<file path="config.mk">
export PLATFORM = sky130hd
export DESIGN_NAME = apb_master_arbiter_flat
export DESIGN_NICKNAME = d
export VERILOG_FILES = /design/src/rtl/apb_master_arbiter_if.sv /design/src/rtl/apb_master_arbiter.sv /design/src/flat_wrapper.sv
export SDC_FILE = /design/constraint.sdc
export NUM_CORES = 1
export LEC_CHECK = 0
export CORE_ASPECT_RATIO = 1.2
export CORE_MARGIN = 5
export CORE_UTILIZATION = 40
export CTS_CLUSTER_SIZE = 40
export DETAILED_ROUTE_END_ITERATION = 7
export PLACE_DENSITY = 0.9
export SLEW_MARGIN = 20
export SYNTH_ARGS = -nofsm -noshare
export SYNTH_HDL_FRONTEND = slang
export SYNTH_SLANG_ARGS = --single-unit
</file>
<file path="constraint.sdc">
create_clock -name clk -period 2.2 [get_ports clk]
set_clock_uncertainty 0.05 [all_clocks]
set_input_delay 0.44 -clock clk [delete_from_list [all_inputs] [get_ports clk]]
set_output_delay 0.44 -clock clk [all_outputs]
set_load 0.02 [all_outputs]
</file>
<file path="src/rtl/apb_master_arbiter_if.sv">
// Bus bundle for apb_master_arbiter: two requester ports plus the shared APB signal set.
// The master modport is the arbiter's view; the slave modport is the environment's view.
interface apb_master_arbiter_if #(
  parameter int ADDR_W = 32,
  parameter int DATA_W = 32
);
  logic              req0_valid;
  logic              req0_write;
  logic [ADDR_W-1:0] req0_addr;
  logic [DATA_W-1:0] req0_wdata;
  logic [2:0]        req0_sel;
  logic              req0_done;
  logic [DATA_W-1:0] req0_rdata;
  logic              req0_err;

  logic              req1_valid;
  logic              req1_write;
  logic [ADDR_W-1:0] req1_addr;
  logic [DATA_W-1:0] req1_wdata;
  logic [2:0]        req1_sel;
  logic              req1_done;
  logic [DATA_W-1:0] req1_rdata;
  logic              req1_err;

  logic [ADDR_W-1:0] Paddr;
  logic [DATA_W-1:0] Pwdata;
  logic              Pwrite;
  logic [2:0]        Pselx;
  logic              Penable;
  logic              Pready;
  logic [DATA_W-1:0] Prdata;
  logic              Pslverr;

  modport master (
    input  req0_valid, req0_write, req0_addr, req0_wdata, req0_sel,
    output req0_done, req0_rdata, req0_err,
    input  req1_valid, req1_write, req1_addr, req1_wdata, req1_sel,
    output req1_done, req1_rdata, req1_err,
    output Paddr, Pwdata, Pwrite, Pselx, Penable,
    input  Pready, Prdata, Pslverr
  );

  modport slave (
    output req0_valid, req0_write, req0_addr, req0_wdata, req0_sel,
    input  req0_done, req0_rdata, req0_err,
    output req1_valid, req1_write, req1_addr, req1_wdata, req1_sel,
    input  req1_done, req1_rdata, req1_err,
    input  Paddr, Pwdata, Pwrite, Pselx, Penable,
    output Pready, Prdata, Pslverr
  );
endinterface

</file>
<file path="src/rtl/apb_master_arbiter.sv">
// Two-port round-robin APB master: arbitrates, runs SETUP/ACCESS with Pready waits, returns done/rdata/err.
// Optional ACCESS wait-state timeout enabled by defining APB_ARB_TIMEOUT_EN.
module apb_master_arbiter #(
  parameter int ADDR_W      = 32,
  parameter int DATA_W      = 32,
  parameter int TIMEOUT_CYC = 16
) (
  input  logic clk,
  input  logic rst,
  apb_master_arbiter_if.master bus
);

  typedef enum logic [1:0] {IDLE, SETUP, ACCESS, DONE} state_t;

  state_t            state, state_nxt;
  logic              last_grant;
  logic [2:0]        sel_q;
  logic [DATA_W-1:0] rdata0_q, rdata1_q;
  logic              err0_q, err1_q;
  logic              any_valid, pick, timeout_hit;
  logic [2:0]        pick_sel;
  logic [DATA_W-1:0] cap_rdata;
  logic              cap_err;

  // On a tie the port not granted last wins; otherwise whichever port is valid.
  always_comb begin
    any_valid = bus.req0_valid | bus.req1_valid;
    pick      = (bus.req0_valid & bus.req1_valid) ? ~last_grant : bus.req1_valid;
    pick_sel  = pick ? bus.req1_sel : bus.req0_sel;
    cap_rdata = (bus.Pready && !bus.Pwrite && !bus.Pslverr) ? bus.Prdata : '0;
    cap_err   = bus.Pready ? bus.Pslverr : 1'b1;
  end

`ifdef APB_ARB_TIMEOUT_EN
  logic [7:0] tcnt;

  always_ff @(posedge clk or negedge rst) begin
    if (!rst)                 tcnt <= '0;
    else if (state != ACCESS) tcnt <= '0;
    else if (!bus.Pready)     tcnt <= tcnt + 8'd1;
  end

  // tcnt counts completed wait cycles, so the limit cycle is the one seeing TIMEOUT_CYC-1.
  assign timeout_hit = (tcnt == 8'(TIMEOUT_CYC - 1)) && !bus.Pready;
`else
  assign timeout_hit = 1'b0;
`endif

  always_ff @(posedge clk or negedge rst) begin
    if (!rst) state <= IDLE;
    else      state <= state_nxt;
  end

  always_comb begin
    state_nxt = state;
    case (state)
      IDLE:    if (any_valid) state_nxt = (pick_sel == 3'b000) ? DONE : SETUP;
      SETUP:   state_nxt = ACCESS;
      ACCESS:  if (bus.Pready || timeout_hit) state_nxt = DONE;
      DONE:    state_nxt = IDLE;
      default: state_nxt = IDLE;
    endcase
  end

  always_comb begin
    bus.Pselx     = (state == SETUP || state == ACCESS) ? sel_q : '0;
    bus.Penable   = (state == ACCESS);
    bus.req0_done = (state == DONE) && !last_grant;
    bus.req1_done = (state == DONE) && last_grant;
  end

  always_ff @(posedge clk or negedge rst) begin
    if (!rst) begin
      last_grant <= 1'b1;
      sel_q      <= '0;
      bus.Paddr  <= '0;
      bus.Pwdata <= '0;
      bus.Pwrite <= 1'b0;
      rdata0_q   <= '0;
      rdata1_q   <= '0;
      err0_q     <= 1'b0;
      err1_q     <= 1'b0;
    end else begin
      case (state)
        IDLE: if (any_valid) begin
          last_grant <= pick;
          sel_q      <= pick_sel;
          bus.Paddr  <= pick ? bus.req1_addr  : bus.req0_addr;
          bus.Pwdata <= pick ? bus.req1_wdata : bus.req0_wdata;
          bus.Pwrite <= pick ? bus.req1_write : bus.req0_write;
          if (pick_sel == 3'b000) begin
            if (pick) begin rdata1_q <= '0; err1_q <= 1'b1; end
            else      begin rdata0_q <= '0; err0_q <= 1'b1; end
          end
        end
        ACCESS: if (bus.Pready || timeout_hit) begin
          if (last_grant) begin rdata1_q <= cap_rdata; err1_q <= cap_err; end
          else            begin rdata0_q <= cap_rdata; err0_q <= cap_err; end
        end
        default: ;
      endcase
    end
  end

  assign bus.req0_rdata = rdata0_q;
  assign bus.req0_err   = err0_q;
  assign bus.req1_rdata = rdata1_q;
  assign bus.req1_err   = err1_q;

endmodule

</file>
<file path="src/flat_wrapper.sv">
// flat-port wrapper written by rule: the top's interface ports become plain ports
module apb_master_arbiter_flat 
#(
  parameter int ADDR_W      = 32,
  parameter int DATA_W      = 32,
  parameter int TIMEOUT_CYC = 16
)
  (clk, rst, bus_req0_valid, bus_req0_write, bus_req0_addr, bus_req0_wdata, bus_req0_sel, bus_req0_done, bus_req0_rdata, bus_req0_err, bus_req1_valid, bus_req1_write, bus_req1_addr, bus_req1_wdata, bus_req1_sel, bus_req1_done, bus_req1_rdata, bus_req1_err, bus_Paddr, bus_Pwdata, bus_Pwrite, bus_Pselx, bus_Penable, bus_Pready, bus_Prdata, bus_Pslverr);
  apb_master_arbiter_if #(.ADDR_W(ADDR_W), .DATA_W(DATA_W)) bus_i ();
  input  logic clk;
  input  logic rst;
  input wire logic [$bits(bus_i.req0_valid)-1:0] bus_req0_valid;
  input wire logic [$bits(bus_i.req0_write)-1:0] bus_req0_write;
  input wire logic [$bits(bus_i.req0_addr)-1:0] bus_req0_addr;
  input wire logic [$bits(bus_i.req0_wdata)-1:0] bus_req0_wdata;
  input wire logic [$bits(bus_i.req0_sel)-1:0] bus_req0_sel;
  output wire logic [$bits(bus_i.req0_done)-1:0] bus_req0_done;
  output wire logic [$bits(bus_i.req0_rdata)-1:0] bus_req0_rdata;
  output wire logic [$bits(bus_i.req0_err)-1:0] bus_req0_err;
  input wire logic [$bits(bus_i.req1_valid)-1:0] bus_req1_valid;
  input wire logic [$bits(bus_i.req1_write)-1:0] bus_req1_write;
  input wire logic [$bits(bus_i.req1_addr)-1:0] bus_req1_addr;
  input wire logic [$bits(bus_i.req1_wdata)-1:0] bus_req1_wdata;
  input wire logic [$bits(bus_i.req1_sel)-1:0] bus_req1_sel;
  output wire logic [$bits(bus_i.req1_done)-1:0] bus_req1_done;
  output wire logic [$bits(bus_i.req1_rdata)-1:0] bus_req1_rdata;
  output wire logic [$bits(bus_i.req1_err)-1:0] bus_req1_err;
  output wire logic [$bits(bus_i.Paddr)-1:0] bus_Paddr;
  output wire logic [$bits(bus_i.Pwdata)-1:0] bus_Pwdata;
  output wire logic [$bits(bus_i.Pwrite)-1:0] bus_Pwrite;
  output wire logic [$bits(bus_i.Pselx)-1:0] bus_Pselx;
  output wire logic [$bits(bus_i.Penable)-1:0] bus_Penable;
  input wire logic [$bits(bus_i.Pready)-1:0] bus_Pready;
  input wire logic [$bits(bus_i.Prdata)-1:0] bus_Prdata;
  input wire logic [$bits(bus_i.Pslverr)-1:0] bus_Pslverr;
  assign bus_i.req0_valid = bus_req0_valid;
  assign bus_i.req0_write = bus_req0_write;
  assign bus_i.req0_addr = bus_req0_addr;
  assign bus_i.req0_wdata = bus_req0_wdata;
  assign bus_i.req0_sel = bus_req0_sel;
  assign bus_req0_done = bus_i.req0_done;
  assign bus_req0_rdata = bus_i.req0_rdata;
  assign bus_req0_err = bus_i.req0_err;
  assign bus_i.req1_valid = bus_req1_valid;
  assign bus_i.req1_write = bus_req1_write;
  assign bus_i.req1_addr = bus_req1_addr;
  assign bus_i.req1_wdata = bus_req1_wdata;
  assign bus_i.req1_sel = bus_req1_sel;
  assign bus_req1_done = bus_i.req1_done;
  assign bus_req1_rdata = bus_i.req1_rdata;
  assign bus_req1_err = bus_i.req1_err;
  assign bus_Paddr = bus_i.Paddr;
  assign bus_Pwdata = bus_i.Pwdata;
  assign bus_Pwrite = bus_i.Pwrite;
  assign bus_Pselx = bus_i.Pselx;
  assign bus_Penable = bus_i.Penable;
  assign bus_i.Pready = bus_Pready;
  assign bus_i.Prdata = bus_Prdata;
  assign bus_i.Pslverr = bus_Pslverr;
  apb_master_arbiter #(.ADDR_W(ADDR_W), .DATA_W(DATA_W), .TIMEOUT_CYC(TIMEOUT_CYC)) u_core (.clk(clk), .rst(rst), .bus(bus_i));
endmodule
</file>
# Yosys cells after proc, flatten, opt, wreduce, memory -nomap -nowiden
# Index checks and enable logic that the tools add are counted.
[totals]
word_cells = 73
inputBits = 174
register_bits = 137
[op_classes]
n_bitwise = 3
eq_ne = 10
muxes = 35
n_reduce_logical = 15
[op_table]
columns = ["op", "count"]
rows = [
  ["$mux 32", 13],
  ["$pmux 32 s2", 2],
  ["$mux 1", 12],
  ["$reduce_and 6->1", 2],
  ["$ne 2x1->1 const B", 5],
  ["$pmux 2 s4", 1],
  ["$mux 2", 3],
  ["$mux 3", 2],
  ["$eq 2x2->1 const B", 2],
  ["$logic_and 1x1->1", 4],
  ["$ne 2x2->1 const B", 2],
  ["$pmux 1 s2", 2],
  ["$reduce_and 2->1", 2],
  ["$logic_not 1->1", 3],
  ["$logic_not 3->1", 1],
  ["$eq 2x1->1 const B", 1],
  ["$logic_not 2->1", 1],
  ["$reduce_bool 2->1", 1],
  ["$and 1x1->1", 1],
  ["$logic_or 1x1->1", 1],
  ["$not 1->1", 1],
  ["$or 1x1->1", 1],
]

# Longest topological paths before layout
[logic_depth]
depth_word = 7
depth_mapped = 8
depth_no_buf = 6

# Worst setup path after synthesis
# OpenSTA, ideal clock, no wires.
[synth_timing]
kind = "register to register"
start = "register u_core.state[0]"
end = "register u_core.rdata0_q[22], in the netlist u_core.bus.req0_rdata[22]"
t_required_ps = 2022
t_arrival_ps = 1920
synth_period_minus_slack_ps = 2097
setup_time_ps = 128
setup_slack_ps = 103
stages_incl_launch_ff = 8
cell_sequence = "dfrtp_1 inv_1 ha_1 clkbuf_1 a21oi_1 nand2_1 buf_4 mux2_1"
[synth_between]
elab_chain_cells = 3
elab_cells_between_ends = 10
[synth_lines]
columns = ["element", "line", "text"]
rows = [
  ["start: declaration", "apb_master_arbiter.sv:15", "state_t state, state_nxt;"],
  ["start signal: assignment", "apb_master_arbiter.sv:51", "else state <= state_nxt;"],
  ["$eq 2x2->1 *", "--", ""],
  ["net bus_Penable", "flat_wrapper.sv:32", "output wire logic [$bits(bus_i.Penable)-1:0] bus_Penable;"],
  ["$ne 2x2->1 (no source line) (tied with other cells)", "--", ""],
  ["$reduce_and 6->1 (no source line)", "--", ""],
  ["end signal: assignment", "apb_master_arbiter.sv:98", "else begin rdata0_q <= cap_rdata; err0_q <= cap_err; end"],
  ["end: declaration", "apb_master_arbiter.sv:18", "logic [DATA_W-1:0] rdata0_q, rdata1_q;"],
]
# The timed path passes the listed nets; every way through them passes the cells marked *.
# A chain may end at the register's enable or synchronous reset.

# Final worst setup path
[layout_timing]
start = "register u_core.state[0]"
end = "output bus_Penable"
[layout_between]
elab_chain_cells = 1
[layout_lines]
columns = ["element", "line", "text"]
rows = [
  ["$eq 2x2->1", "apb_master_arbiter.sv:67", "bus.Penable = (state == ACCESS);"],
  ["end: declaration", "flat_wrapper.sv:32", ""],
]
# Every way passes these cells.

==> results.toml <==
[route]
finalWirelength_mm = 19.9
vias_per_cell = 4.98
first_pass_iters = 4
via_count = 5603
drtAntennaViolNets = 0
drt-initial-drc-count = 277
wl_per_cell_um = 17.7
drc_errors = 0

[timing]
fin_crit_sh_pct = 96.7
whs_ns = 0.428
rsz0062_at_grt = "no"
slew_violations = 0
fmax_mhz = 470
period_needed_ns = 2.13
tightestPinTransition_ns = 0.522
hold_violations = 0
relSlewSlack_pct = 65.2
fin_ws_ns = 0.0731
setup_viol = 0

[synth]
ys_seq_elements = 137
yosysSeqAreaShare_pct = 55.9
synth.avg_cell_area_um2 = 10.9
syn-num-nets = 742
netlist_instances = 564
syn_area_mm2 = 0.00614
synth_cell_types = 33
yosys_warnings = 0

[setup_path]
crit_arrival_ns = 1.64
slowest_stage = "dfrtp_1"
end_kind = "output pin"
cp-start-kind = "flip-flop"
critical_path_class = "reg -> out"
slowest_delay_ns = 0.40
cp_cell_sequence = "inv_1, ha_2, dlygate4sd2_1"
worst_ep_required_time_ns = 1.71
cp_max_fo = 7

[global_route]
antenna_found_initial = 0
first_global_vias = 6022
grt_pass1_wl_mm = 31.2
gr-total-overflow = 0
track_usage_pct = 22.4
grt_max_degree = 55

[cts]
cts_buffer_depth = 2
tritoncts = "done"
cts_made_buffers = 17
cts_max_level = 4
cts_root_buf = "clkbuf_16"
cts_setup_buffers = 0
clk_pin_slew_ns = 0.06
clkLatencyLatePin_ns = 0.42
cts_num_sinks = 137

[floorplan]
fp.dieH_um = 146
ios = 311
rows = 49
core-area_mm2 = 0.0150
die_w_um = 123
die_area_mm2 = 0.0179
initial_core_util_pct = 40.9

[outcome]
outcome = "finished clean"

[final_layout]
drive_above_1_share_pct = 10.1
synthToLayoutAreaGrowth_pct = 71.7
antenna_cells = 0
fin_nets = 1085

[placed_design]
port_buffers = 310
hpwl_mm = 15.7
finalWeightedCongestion = 0.829
dp_slack_ns = -0.367

[job]
maxCapViolCount = 0

[hold_path]
hold_path.class = "reg -> reg"

[pwr]
leakage_uw = 0.00467
power.density_mw_per_mm2 = 1330
ir_worst_vdd_v = 0.000626
==> repair_timing <==
item,CTS,global route
pin swaps,0,0
endpoints found under the hold margin,50,0
setup endpoints to repair,6,1
resized for setup,12,2
hold buffers,1,0
==> through the flow <==
step           cell area [um^2]  utilization [%]  cells  total power (uW)  TNS [ns]
6_report                  10500             70.2   1124             14000         0
3_5_place_dp               9880             65.8   1091             11000    -13.23
5_1_grt                   10500             70.2   1124             14800         0
4_1_cts                   10500             70.2   1124             14100         0
2_1_floorplan              6140                -    564              7340         0
3_3_place_gp               9880             65.8   1091             10700     -9.03
==> registers in the layout (all words and copies together) (netlist names) <==
register and cells:
u_core.bus.req1_err 1, u_core.bus.req0_err 1, u_core.bus.req0_rdata 32, u_core.bus.Pwrite 1, u_core.bus.Pwdata 32, u_core.bus.Paddr 32, u_core.last_grant 1, u_core.bus.req1_rdata 32
u_core.state 2, u_core.sel_q 3
==> power by group <==
group	switching [uW]	internal, uW
combinational	3580	3300
sequential	557	3470
clock	1190	1930
==> worst paths after layout <==
check                                      from                        end  slack, ns  depth (start not counted)
worst max-delay path            u_core.state[0]                bus_Penable       0.07                          3
worst min-delay path            u_core.sel_q[2]            u_core.sel_q[2]       0.43                          2
worst max register to register  u_core.state[0]  u_core.bus.req0_rdata[24]       0.18                          7
worst min register to register  u_core.sel_q[2]            u_core.sel_q[2]       0.43                          2
max in group asynchronous                   rst  u_core.bus.req1_rdata[24]       0.97                          3
min in group asynchronous                   rst  u_core.bus.req1_rdata[15]       0.50                          2
==> critical path: cells and delay by family (launching register included) <==
| kind | cells | cell delay, ns |
|---|---|---|
| fa+ha+maj | 1 | 0.31 |
| buf+inv | 2 | 0.52 |
| flops | 1 | 0.40 |
==> kinds of logic (layout without fill, tap and decap cells) <==
family | Yosys count | count (layout) | synth area share, %
buffers and inverters | 59 | 415 | 4.16
adders and majority gates | 4 | 4 | 0.815
muxes | 113 | 113 | 19.0
and+or+nand+nor | 142 | 142 | 9.80
DFF | 137 | 137 | 55.9
AOI/OAI and AO/OA | 109 | 109 | 10.4
==> area by class of cell <==
| type | count | area [um^2] |
|---|---|---|
| Timing Repair Buffer | 360 | 3630 |
| Clock inverter | 15 | 214 |
| Clock buffer | 17 | 425 |
| Fill cell | 1064 | 4480 |
| Sequential cell | 137 | 3430 |
| Multi-Input combinational cell | 368 | 2500 |
| Inverter | 23 | 86.3 |
| Tap cell | 204 | 255 |
==> per-layer routing <==
layer | GRT usage [%] | part of all wire [%] | vias to the layer above
met3 | 7.08 | 9.1 | 45
met5 | 0 | 0 | -
met4 | 10.2 | 3.5 | 0
met2 | 40.8 | 54 | 254
met1 | 22.8 | 34 | 2680
li1 | - | - | 2624
==> cell usage in the layout (no fill, tap or decap), types with 6 or more instances in the layout <==
master and instances:
o21ai_0 68, mux2_1 26, inv_6 6, buf_4 37, dfrtp_1 136, mux2i_1 87
clkdlybuf4s50_1 303, nand2_1 110, inv_1 23, clkbuf_16 17, buf_12 12, and2_1 18
o22ai_1 20
==> Yosys cell counts, drive strengths merged <==
| cell type | n | share of area, % |
|---|---|---|
| nand2b | 2 | 0.20 |
| ha | 4 | 0.82 |
| mux2 | 26 | 4.8 |
| mux2i | 87 | 14 |
| nor3 | 3 | 0.24 |
| o22ai | 20 | 2.0 |
| clkbuf | 21 | 1.3 |
| inv | 23 | 1.4 |
| nand2 | 110 | 6.7 |
| and2 | 18 | 1.8 |
| a2111oi | 1 | 0.45 |
| a32o | 2 | 0.33 |
| nor2b | 2 | 0.20 |
| or3 | 1 | 0.10 |
| nor2 | 3 | 0.18 |
| buf | 15 | 1.5 |
| a211o | 1 | 0.14 |
| o21ai | 72 | 5.9 |
| o32a | 2 | 0.33 |
| a21boi | 3 | 0.37 |
| nor3b | 1 | 0.12 |
| a31oi | 1 | 0.10 |
| a21oi | 4 | 0.33 |
| o31ai | 1 | 0.12 |
| dfrtp | 136 | 55 |
| and3 | 1 | 0.10 |
| dfstp | 1 | 0.43 |
| nand3 | 1 | 0.081 |
| a211oi | 1 | 0.20 |
| a22oi | 1 | 0.12 |
Note: power is estimated with default switching activity, not from simulation.
